<file path="config.mk">
export PLATFORM = sky130hd
export DESIGN_NAME = decoder_select_sequencer
export DESIGN_NICKNAME = d
export VERILOG_FILES = /design/src/rtl/decoder_select_sequencer.sv
export SDC_FILE = /design/constraint.sdc
export NUM_CORES = 1
export LEC_CHECK = 0
export ABC_AREA = 1
export CAP_MARGIN = 25
export CORE_ASPECT_RATIO = 1.2
export CORE_MARGIN = 2
export CORE_UTILIZATION = 32
export CTS_CLUSTER_SIZE = 16
export DETAILED_ROUTE_END_ITERATION = 16
export MAX_ROUTING_LAYER = met4
export SKIP_CTS_REPAIR_TIMING = 1
export SYNTH_ARGS = -nofsm -noshare
export SYNTH_HDL_FRONTEND = slang
export SYNTH_SLANG_ARGS = --single-unit
</file>
<file path="constraint.sdc">
create_clock -name clk -period 3.45 [get_ports clk]
set_input_delay 0.345 -clock clk [delete_from_list [all_inputs] [get_ports clk]]
set_output_delay 0.345 -clock clk [all_outputs]
set_load 0.05 [all_outputs]
</file>
<file path="src/rtl/decoder_select_sequencer.sv">
// rtl/decoder_select_sequencer.sv - 3-bit select code sequencer for the LED decoder stage
// Optional button debounce filter is built when SEQ_DEBOUNCE_EN is defined.
module decoder_select_sequencer #(
  parameter int DEBOUNCE_CYCLES = 4,
  parameter int SCAN_DIV        = 8
) (
  input  logic       clk,
  input  logic       rst_n,
  input  logic       btn_step,
  input  logic       mode_auto,
  input  logic       dir,
  input  logic       load,
  input  logic [2:0] load_val,
  output logic [2:0] sel,
  output logic       sel_valid,
  output logic       wrap
);

  if (DEBOUNCE_CYCLES < 1 || DEBOUNCE_CYCLES > 255 || SCAN_DIV < 2 || SCAN_DIV > 65535) begin : g_bad_param
    $error("decoder_select_sequencer: parameter out of range");
  end

  typedef enum logic [1:0] {S_INIT, S_MANUAL, S_AUTO} state_t;

  state_t      state;
  logic        sync1;
  logic        sync2;
  logic        db_state;
  logic        db_prev;
  logic [15:0] presc;
  logic        step;
  logic        tick;
  logic        advance;
  logic [2:0]  sel_next;
  logic        wrap_next;

  always_ff @(posedge clk or negedge rst_n) begin
    if (!rst_n) begin
      sync1   <= 1'b0;
      sync2   <= 1'b0;
      db_prev <= 1'b0;
    end else begin
      sync1   <= btn_step;
      sync2   <= sync1;
      db_prev <= db_state;
    end
  end

`ifdef SEQ_DEBOUNCE_EN
  logic [7:0] db_cnt;

  // The level must disagree for DEBOUNCE_CYCLES consecutive samples before it is accepted.
  always_ff @(posedge clk or negedge rst_n) begin
    if (!rst_n) begin
      db_state <= 1'b0;
      db_cnt   <= '0;
    end else if (sync2 == db_state) begin
      db_cnt <= '0;
    end else if (db_cnt == 8'(DEBOUNCE_CYCLES - 1)) begin
      db_state <= sync2;
      db_cnt   <= '0;
    end else begin
      db_cnt <= db_cnt + 8'd1;
    end
  end
`else
  assign db_state = sync2;
`endif

  assign step      = db_state & ~db_prev;
  assign tick      = (state == S_AUTO) && (presc == 16'(SCAN_DIV - 1));
  assign sel_next  = dir ? (sel - 3'd1) : (sel + 3'd1);
  assign wrap_next = dir ? (sel == 3'd0) : (sel == 3'd7);

  // The debouncer keeps running in auto mode; only the advance source is switched.
  always_comb begin
    advance = 1'b0;
    if (state == S_MANUAL) begin
      advance = step;
    end else if (state == S_AUTO) begin
      advance = tick;
    end
  end

  always_ff @(posedge clk or negedge rst_n) begin
    if (!rst_n) begin
      state     <= S_INIT;
      sel       <= 3'd0;
      sel_valid <= 1'b0;
      wrap      <= 1'b0;
      presc     <= '0;
    end else begin
      wrap  <= 1'b0;
      state <= mode_auto ? S_AUTO : S_MANUAL;
      if (state == S_INIT) begin
        sel_valid <= 1'b1;
        presc     <= '0;
      end else begin
        if (load) begin
          sel <= load_val;
        end else if (advance) begin
          sel  <= sel_next;
          wrap <= wrap_next;
        end
        // Prescaler only runs while staying in auto; any mode change or load restarts it.
        if (load || !mode_auto || state != S_AUTO || tick) begin
          presc <= '0;
        end else begin
          presc <= presc + 16'd1;
        end
      end
    end
  end

endmodule

</file>
==> results of run 1 <==
[state kept, by name (all words and copies together) (netlist names)]
| signal | flops |
|---|---|
| presc | 16 |
| sel | 3 |
| state | 2 |
| db_prev | 1 |
| db_state | 1 |
| sel_valid | 1 |
| sync1 | 1 |
| wrap | 1 |
[cells in the final DEF (no fill, tap or decap), types with 2 or more instances in the layout]
master and instances:
o21ai_0 4, nand2_1 33, nand3_1 15, xor2_1 3, inv_2 3, nor3_2 3
nor2_1 26, inv_1 22, nand2_2 4, clkbuf_8 3, a21oi_1 5, nor3_1 5
dfrtp_1 26, clkdlybuf4s50_1 13, nor2_4 3, o21ai_1 2, nand4_1 2
[kinds of logic (layout without fill, tap and decap cells)]
logic type	Yosys count	count (layout)	share of synthesized area
fa+ha+maj	2	2	0.0233
flops	26	26	0.466
simple gates	101	101	0.371
compound gates	12	12	0.0448
buf+inv	26	43	0.0753
xor+xnor	3	3	0.0188
[final cells by class]
type	instances	share of cell area
Timing Repair Buffer	14	0.0828
Multi-Input combinational cell	118	0.385
Sequential cell	26	0.391
Inverter	25	0.0564
Clock inverter	1	0.0181
Tap cell	56	0.0421
Clock buffer	3	0.0248
[per-layer routing]
metal	vias to the layer above	GRT usage
met4	0	0.0511
met3	4	0.0207
met1	510	0.143
li1	578	-
met2	16	0.208
met5	-	-
[per-stage QoR]
stage	setup slack (ps)	utilization	power, W	instances	instance area, um^2
final	1540	0.393	0.000678	243	1660
after global placement	1590	0.376	0.000431	239	1590
after detailed placement	1550	0.376	0.000432	239	1590
after global routing	1470	0.393	0.000710	243	1660
after CTS	1520	0.393	0.000688	243	1660
after floorplan	1750	-	0.000388	170	1400
[final timing paths]
path	slack, ps	cells after the start	to
min reg2reg	360	0	db_state$_DFF_PN0_
max in group asynchronous	2760	2	wrap$_DFF_PN0_
min	360	0	db_state$_DFF_PN0_
min in group asynchronous	430	2	sel[2]$_DFFE_PN0P_
max reg2reg	1790	8	presc[11]$_DFF_PN0_
max	1540	1	sel[0]
[power groups by stage]
stage / Clock [W] / Sequential [W] / Combinational [W]
after global routing: 0.000274 / 0.000329 / 0.000107
after CTS: 0.000262 / 0.000327 / 0.0000993
final: 0.000255 / 0.000327 / 0.0000968
after global placement: 0 / 0.000333 / 0.0000978
after floorplan: 0 / 0.000355 / 0.0000336
after detailed placement: 0 / 0.000333 / 0.0000989
==> run_results.csv, run 1 <==
group,metric,value,unit
die,fp-row-count,26,
sta,worst_pin_slew,515,ps
sta,hold_slack,360,ps
synthesis,avgSynthCellArea,8.21,um^2
die,die_w,64.3,um
sta,setup_viol,0,
finish,seqCellArea,651,um^2
route,vias,1108,
route,drtAntennaViolNets,0,
die,ios,14,
die,die_area,4910,um^2
grt,grt_max_degree,27,
worst_setup_path,slowest_delay,840,ps
worst_setup_path,crit_required,3110,ps
worst_setup_path,arrival,1560,ps
finish,nNetsFinal,199,
route,drc,0,
route,dr.max_layer_used,"met4",
route,first_iter_violations,10,
power,switchingPower,0.000171,W
worst_setup_path,critPathLaunchType,"flop",
finish,multi_input_area,639,um^2
clock_tree,clk_latency,270,ps
grt,grt_usage,0.123,
power,peakVddDrop,208,uV
synthesis,synth_area_leaders,"dfrtp_1, nand2_1, nor2_1, inv_1, nand3_1",
die,start_util,0.330,
worst_setup_path,slowest_stage,"clkdlybuf4s50_1",
finish,final.fill_count,454,
grt,grt_pass1_wl,4.65,mm
worst_setup_path,crit_path_cell_trace,"clkdlybuf4s50_1",
finish,drive_gt1_frac,0.128,
clock_tree,numClockSinks,26,
route,via_per_inst,4.56,
place,io_buffers,13,
sta,post-route-min-period,1910,ps
synthesis,yosys_most_used_dff,"dfrtp_1",
finish,area_growth,19.2,%
synthesis,syn_inst,170,
synthesis,synth_cell_types,29,
worst_setup_path,critPathBufInv,1,
power,power.share.switching,0.252,
worst_setup_path,crit_type,"reg -> out",
synthesis,synth_common_cells,"nand2_1, dfrtp_1, nor2_1, inv_1, nand3_1",
route,dr_wl_met3,71,um
sta,finalHoldViolCount,0,
power,clockPowerShare,0.375,
worst_setup_path,worstPathMaxFanout,6,
clock_tree,cts_buffer_depth,2,
power,combinationalPowerShare,0.143,
route,wl_met2,1.31,mm
synthesis,synth_edf_count,0,
sta,slew_headroom,0.655,
worst_hold_path,min_from,"sync1$_DFF_PN0_",
grt,overflow,0,
worst_setup_path,critPathTopFamily,"buffers and inverters",
synthesis,yosysMostFrequentCell,"nand2_1",
synthesis,syn_nets,181,
route,postRouteWirelength,2.66,mm
power,p_seq_frac,0.482,
synthesis,ys_warn_count,0,
synthesis,synth_top_cell_by_area,"dfrtp_1",
power,power_density,408,nW/um^2
clock_tree,clk_pin_slew_worst_paths,100,ps
clock_tree,htreeDepth,1,
synthesis,synthArstFlopShare,1.00,
sta,setup_tns,0,ps
finish,diodes,0,
sta,skew,4.38,ps
worst_setup_path,startpoint,"sel[0]$_DFFE_PN0P_",
clock_tree,cts_tree,"done",
worst_hold_path,hold_class,"reg -> reg",
sta,rsz0062_at_grt,"no",
power,p_leak,0.737,nW
place,place_hpwl,2.06,mm
worst_setup_path,r2r_start,"presc[0]$_DFF_PN0_",
route,wl_met1,1.23,mm
place,gp_congestion,0.834,
sta,slew_violations,0,
synthesis,yosys_register_bits,26,
flow_run,drv_cap,0,
synthesis,synth.cell_area,1400,um^2
die,core,4230,um^2
clock_tree,cts_root_buffer,"clkbuf_8",
die,die_height,76.3,um
synthesis,netlist.area_leader.share,0.466,
worst_setup_path,cp-end-kind,"output port",
sta,max_freq,524,MHz
status,outcome,"finished, final reports clean",
sta,finalCritPeriodShare,0.553,
route,firstDrtPassIters,4,
grt,grt_pass1_vias,1080,
power,power.internal,0.000507,W
synthesis,seq_area_frac_synth,0.466,
grt,antenna_found_initial,0,
clock_tree,cts_made_buffers,3,
route,wire_per_inst,11.0,um
No activity file was read; power rests on OpenSTA's default activity.
==> run 2, diff against run 1 <==
==> constraint.sdc (replaced) <==
create_clock -name clk -period 2 [get_ports clk]
set_input_delay 0.2 -clock clk [delete_from_list [all_inputs] [get_ports clk]]
set_output_delay 0.2 -clock clk [all_outputs]
set_load 0.05 [all_outputs]
==> run_results.csv, run 2 (synthesized netlist as in run 1, its figures left out) <==
group,metric,value,unit
finish,seqCellArea,651,um^2
worst_setup_path,critPathBufInv,1,
power,clockPowerShare,0.371,
worst_setup_path,reg2reg_slack,340,ps
sta,max_freq,566,MHz
finish,final.fill_count,451,
route,postRouteWirelength,2.61,mm
grt,grt_pass1_vias,1047,
power,power.share.switching,0.247,
grt,grt_most_used_layer,"met2",
clock_tree,clk_pin_slew_worst_paths,90,ps
worst_setup_path,arrival,1570,ps
finish,nNetsFinal,199,
sta,skew,1.73,ps
finish,multi_input_area,639,um^2
sta,finalCritPeriodShare,0.884,
status,outcome,"finished, final reports clean",
place,pre_cts_ws,254,ps
finish,area_growth,19.2,%
sta,slew_headroom,0.664,
sta,setup_tns,0,ps
sta,finalHoldViolCount,0,
sta,post-route-min-period,1770,ps
clock_tree,htreeDepth,1,
worst_setup_path,crit_required,1800,ps
worst_setup_path,r2r_start,"presc[0]$_DFF_PN0_",
flow_run,drv_cap,0,
clock_tree,numClockSinks,26,
finish,layout_commonest_cell,"nand2_1",
die,fp-row-count,26,
route,firstDrtPassIters,4,
sta,worst_pin_slew,502,ps
worst_setup_path,critPathLaunchType,"flop",
clock_tree,cts_made_buffers,3,
finish,final_cell_mix,"nand2_1, nor2_1, dfrtp_1, inv_1, nand3_1",
finish,drive_gt1_frac,0.128,
die,ios,14,
die,die_area,4910,um^2
sta,slew_violations,0,
worst_setup_path,rr_endpoint,"presc[11]$_DFF_PN0_",
die,core,4230,um^2
power,p_seq_frac,0.485,
worst_setup_path,cp-end-kind,"output port",
die,start_util,0.330,
worst_setup_path,crit_path_cell_trace,"clkdlybuf4s50_1",
route,first_iter_violations,38,
place,place_hpwl,2.00,mm
sta,final_critical_path_setup_slack,232,ps
route,vias,1102,
grt,grtUsageMet3,0.0177,
power,combinationalPowerShare,0.143,
place,gp_congestion,0.820,
die,die_w,64.3,um
sta,setup_viol,0,
worst_setup_path,reg2regPathDepth,8,
grt,grt_pass1_wl,4.58,mm
worst_setup_path,critPathTopFamily,"buffers and inverters",
finish,largest_reg_flops,16,
power,switchingPower,0.000286,W
grt,use_met2,0.201,
clock_tree,cts_buffer_depth,2,
die,die_height,76.3,um
finish,diodes,0,
finish,largestRegisters,"presc x16, sel x3, state x2",
grt,grt_max_degree,27,
power,power.internal,0.000875,W
route,wire_per_inst,10.8,um
route,drtAntennaViolNets,0,
clock_tree,cts_root_buffer,"clkbuf_8",
grt,met1_usage,0.143,
grt,overflow,0,
place,io_buffers,13,
power,peakVddDrop,374,uV
worst_setup_path,slowest_delay,840,ps
worst_setup_path,worstPathMaxFanout,6,
power,power_density,698,nW/um^2
worst_setup_path,slowest_stage,"clkdlybuf4s50_1",
grt,grt_usage,0.121,
grt,antenna_found_initial,0,
worst_hold_path,hold_class,"in -> async",
power,p_leak,0.737,nW
route,drc,0,
worst_setup_path,crit_type,"reg -> out",
sta,rsz0062_at_grt,"no",
clock_tree,clk_latency,270,ps
clock_tree,cts_tree,"done",
finish,regMostFlops,"presc",
route,via_per_inst,4.53,
[run 2: cell counts in the layout (fill, tap and decap cells not counted)]
Identical to the previous run, type by type.
[run 2: worst max path at each step]
stage	cells past startpoint	slack [ps]	startpoint	end
final	1	230	sel[0]$_DFFE_PN0P_	sel[0]
after global routing	8	130	presc[0]$_DFF_PN0_	presc[11]$_DFF_PN0_
after CTS	1	230	sel[0]$_DFFE_PN0P_	sel[0]
after detailed placement	8	250	dir	sel[2]$_DFFE_PN0P_
after global placement	8	290	dir	sel[2]$_DFFE_PN0P_
after floorplan	7	300	sel[0]$_DFFE_PN0P_	sel[2]$_DFFE_PN0P_
[run 2: cell type report]
type / count / share of cell area
Sequential cell: 26 / 0.391
Multi-Input combinational cell: 118 / 0.385
Timing Repair Buffer: 14 / 0.0828
Inverter: 25 / 0.0564
Tap cell: 56 / 0.0421
Clock buffer: 3 / 0.0248
Clock inverter: 1 / 0.0181
[run 2: power groups by stage]
stage	logic, W	clock network (W)	registers, W
after floorplan	0.0000580	0	0.000612
after global placement	0.000169	0	0.000574
after detailed placement	0.000171	0	0.000573
after CTS	0.000171	0.000446	0.000564
after global routing	0.000187	0.000468	0.000568
final	0.000166	0.000431	0.000563
[run 2: per-stage QoR]
stage               std cells  power (W)  hold WS [ps]  area [um^2]   util
detailed placement        239   0.000744           344         1590  0.376
CTS                       243    0.00118           296         1660  0.393
finish                    243    0.00116           287         1660  0.393
floorplan                 170   0.000670         -95.6         1400      -
global placement          239   0.000743           335         1590  0.376
global route              243    0.00122           323         1660  0.393
[run 2: layer usage]
layer | up-vias | wire (um) | share of wire
met5 | - | 0 | 0
met4 | 0 | 43 | 0.016
met3 | 4 | 61 | 0.023
met2 | 18 | 1270 | 0.49
met1 | 504 | 1240 | 0.47
li1 | 576 | - | -
==> run 3, diff against run 2 <==
--- a/config.mk
+++ b/config.mk
@@ -9,10 +9,11 @@
 export CAP_MARGIN = 25
 export CORE_ASPECT_RATIO = 1.2
 export CORE_MARGIN = 2
-export CORE_UTILIZATION = 32
+export CORE_UTILIZATION = 50
 export CTS_CLUSTER_SIZE = 16
 export DETAILED_ROUTE_END_ITERATION = 16
 export MAX_ROUTING_LAYER = met4
+export PLACE_DENSITY = 0.71
 export SKIP_CTS_REPAIR_TIMING = 1
 export SYNTH_ARGS = -nofsm -noshare
 export SYNTH_HDL_FRONTEND = slang
==> run_results.csv, run 3 (synthesized netlist as in run 1, its figures left out) <==
group,metric,value,unit
status,outcome,"finished, final reports clean",
sta,post-route-min-period,1810,ps
finish,post-route-util,0.586,
clock_tree,numClockSinks,26,
worst_hold_path,hold_class,"in -> async",
route,drc,0,
worst_setup_path,critPathLaunchType,"flop",
worst_setup_path,path_depth,1,
power,p_leak,0.723,nW
worst_setup_path,reg2reg_slack,330,ps
clock_tree,clk_latency,310,ps
finish,drive_gt1_frac,0.128,
route,via_per_inst,5.16,
die,ios,14,
sta,worst_pin_slew,498,ps
finish,diodes,0,
finish,instances_no_fill,221,
worst_setup_path,startpoint,"sel[0]$_DFFE_PN0P_",
clock_tree,cts_made_buffers,3,
clock_tree,cts_root_buffer,"clkbuf_4",
worst_setup_path,cp-end-kind,"output port",
flow_run,drv_cap,0,
die,die_area,3230,um^2
grt,antenna_found_initial,0,
grt,use_met2,0.371,
grt,grt_usage,0.202,
route,wire_per_inst,11.9,um
worst_setup_path,reg2regPathDepth,8,
sta,skew,1.99,ps
grt,grt_pass1_vias,1127,
worst_setup_path,crit_path_end,"sel[0]",
finish,area_growth,14.7,%
worst_setup_path,crit_type,"reg -> out",
sta,slew_headroom,0.667,
grt,grt_pass1_wl,4.70,mm
grt,overflow,0,
grt,met1_usage,0.225,
sta,max_freq,553,MHz
worst_setup_path,slowest_delay,840,ps
die,die_height,61.9,um
power,peakVddDrop,354,uV
sta,slew_violations,0,
grt,grt_most_used_layer,"met2",
worst_setup_path,critPathTopFamily,"buffers and inverters",
worst_setup_path,critPathBufInv,1,
route,drtAntennaViolNets,0,
grt,grtUsageMet3,0.0215,
route,postRouteWirelength,2.62,mm
clock_tree,cts_buffer_depth,2,
finish,largest_reg_flops,16,
route,vias,1141,
sta,setup_tns,0,ps
worst_setup_path,arrival,1610,ps
finish,regMostFlops,"presc",
sta,finalHoldViolCount,0,
worst_setup_path,slowest_stage,"clkdlybuf4s50_1",
sta,hold_slack,233,ps
sta,finalCritPeriodShare,0.904,
place,gp_congestion,0.907,
clock_tree,clk_pin_slew_worst_paths,130,ps
place,dp_cells,217,
sta,setup_viol,0,
route,firstDrtPassIters,6,
power,power_density,617,nW/um^2
die,start_util,0.511,
die,core,2730,um^2
finish,seqCellArea,651,um^2
finish,multi_input_area,639,um^2
clock_tree,htreeDepth,1,
finish,final_cell_mix,"nand2_1, nor2_1, dfrtp_1, inv_1, nand3_1",
finish,final.fill_count,255,
die,fp-row-count,21,
worst_setup_path,worstPathMaxFanout,6,
worst_setup_path,crit_path_cell_trace,"clkdlybuf4s50_1",
finish,largestRegisters,"presc x16, sel x3, state x2",
clock_tree,cts_tree,"done",
grt,grt_max_degree,27,
finish,finalInstanceArea,1600,um^2
route,first_iter_violations,22,
die,die_w,52.2,um
place,io_buffers,13,
place,place_hpwl,2.02,mm
worst_setup_path,crit_required,1800,ps
place,dpl_cell_area,1560,um^2
worst_setup_path,rr_endpoint,"presc[13]$_DFF_PN0_",
worst_setup_path,r2r_start,"presc[0]$_DFF_PN0_",
finish,layout_commonest_cell,"nand2_1",
finish,nNetsFinal,199,
sta,rsz0062_at_grt,"no",
==> run 3: layout make-up <==
type                       count  area share
clock buffer                   4      0.0227
inverter                      25      0.0586
multi-input combinational    118       0.400
sequential                    26       0.407
tap                           34      0.0266
timing repair buffer          14      0.0860
==> run 3: how the worst min path moves through the flow <==
stage,cells past startpoint,slack [ps],to
after global placement,0,340,db_state$_DFF_PN0_
after global routing,2,260,presc[9]$_DFF_PN0_
after CTS,2,230,presc[6]$_DFF_PN0_
after floorplan,0,-100,db_prev$_DFF_PN0_
final,2,230,presc[9]$_DFF_PN0_
after detailed placement,0,340,db_state$_DFF_PN0_
==> run 3: layer usage <==
metal / routed length [um] / part of all wire
met1: 1120 / 0.43
met2: 1410 / 0.54
met3: 75 / 0.029
met4: 18 / 0.0069
met5: 0 / 0
==> run 3: through the flow <==
stage,worst slack (ps),power (W)
2_1_floorplan,304,0.000670
3_3_place_gp,293,0.000737
3_5_place_dp,227,0.000745
4_1_cts,173,0.00101
5_1_grt,111,0.00104
6_report,191,0.000987
==> run 3: worst register-to-register path: cells and delay by family, from the launching register on <==
kind / cells / cell delay (ps)
and+or+nand+nor: 5 / 720
DFF: 1 / 400
AOI/OAI and AO/OA: 1 / 90
adders and majority gates: 1 / 240
buffers and inverters: 1 / 120
==> run 3: report_power, final <==
group	switching (W)	leakage (nW)	internal (W)	total [W]
logic	0.000106	0.360	0.0000646	0.000170
registers	0.0000220	0.341	0.000543	0.000565
clock network	0.000140	0.0210	0.000111	0.000252
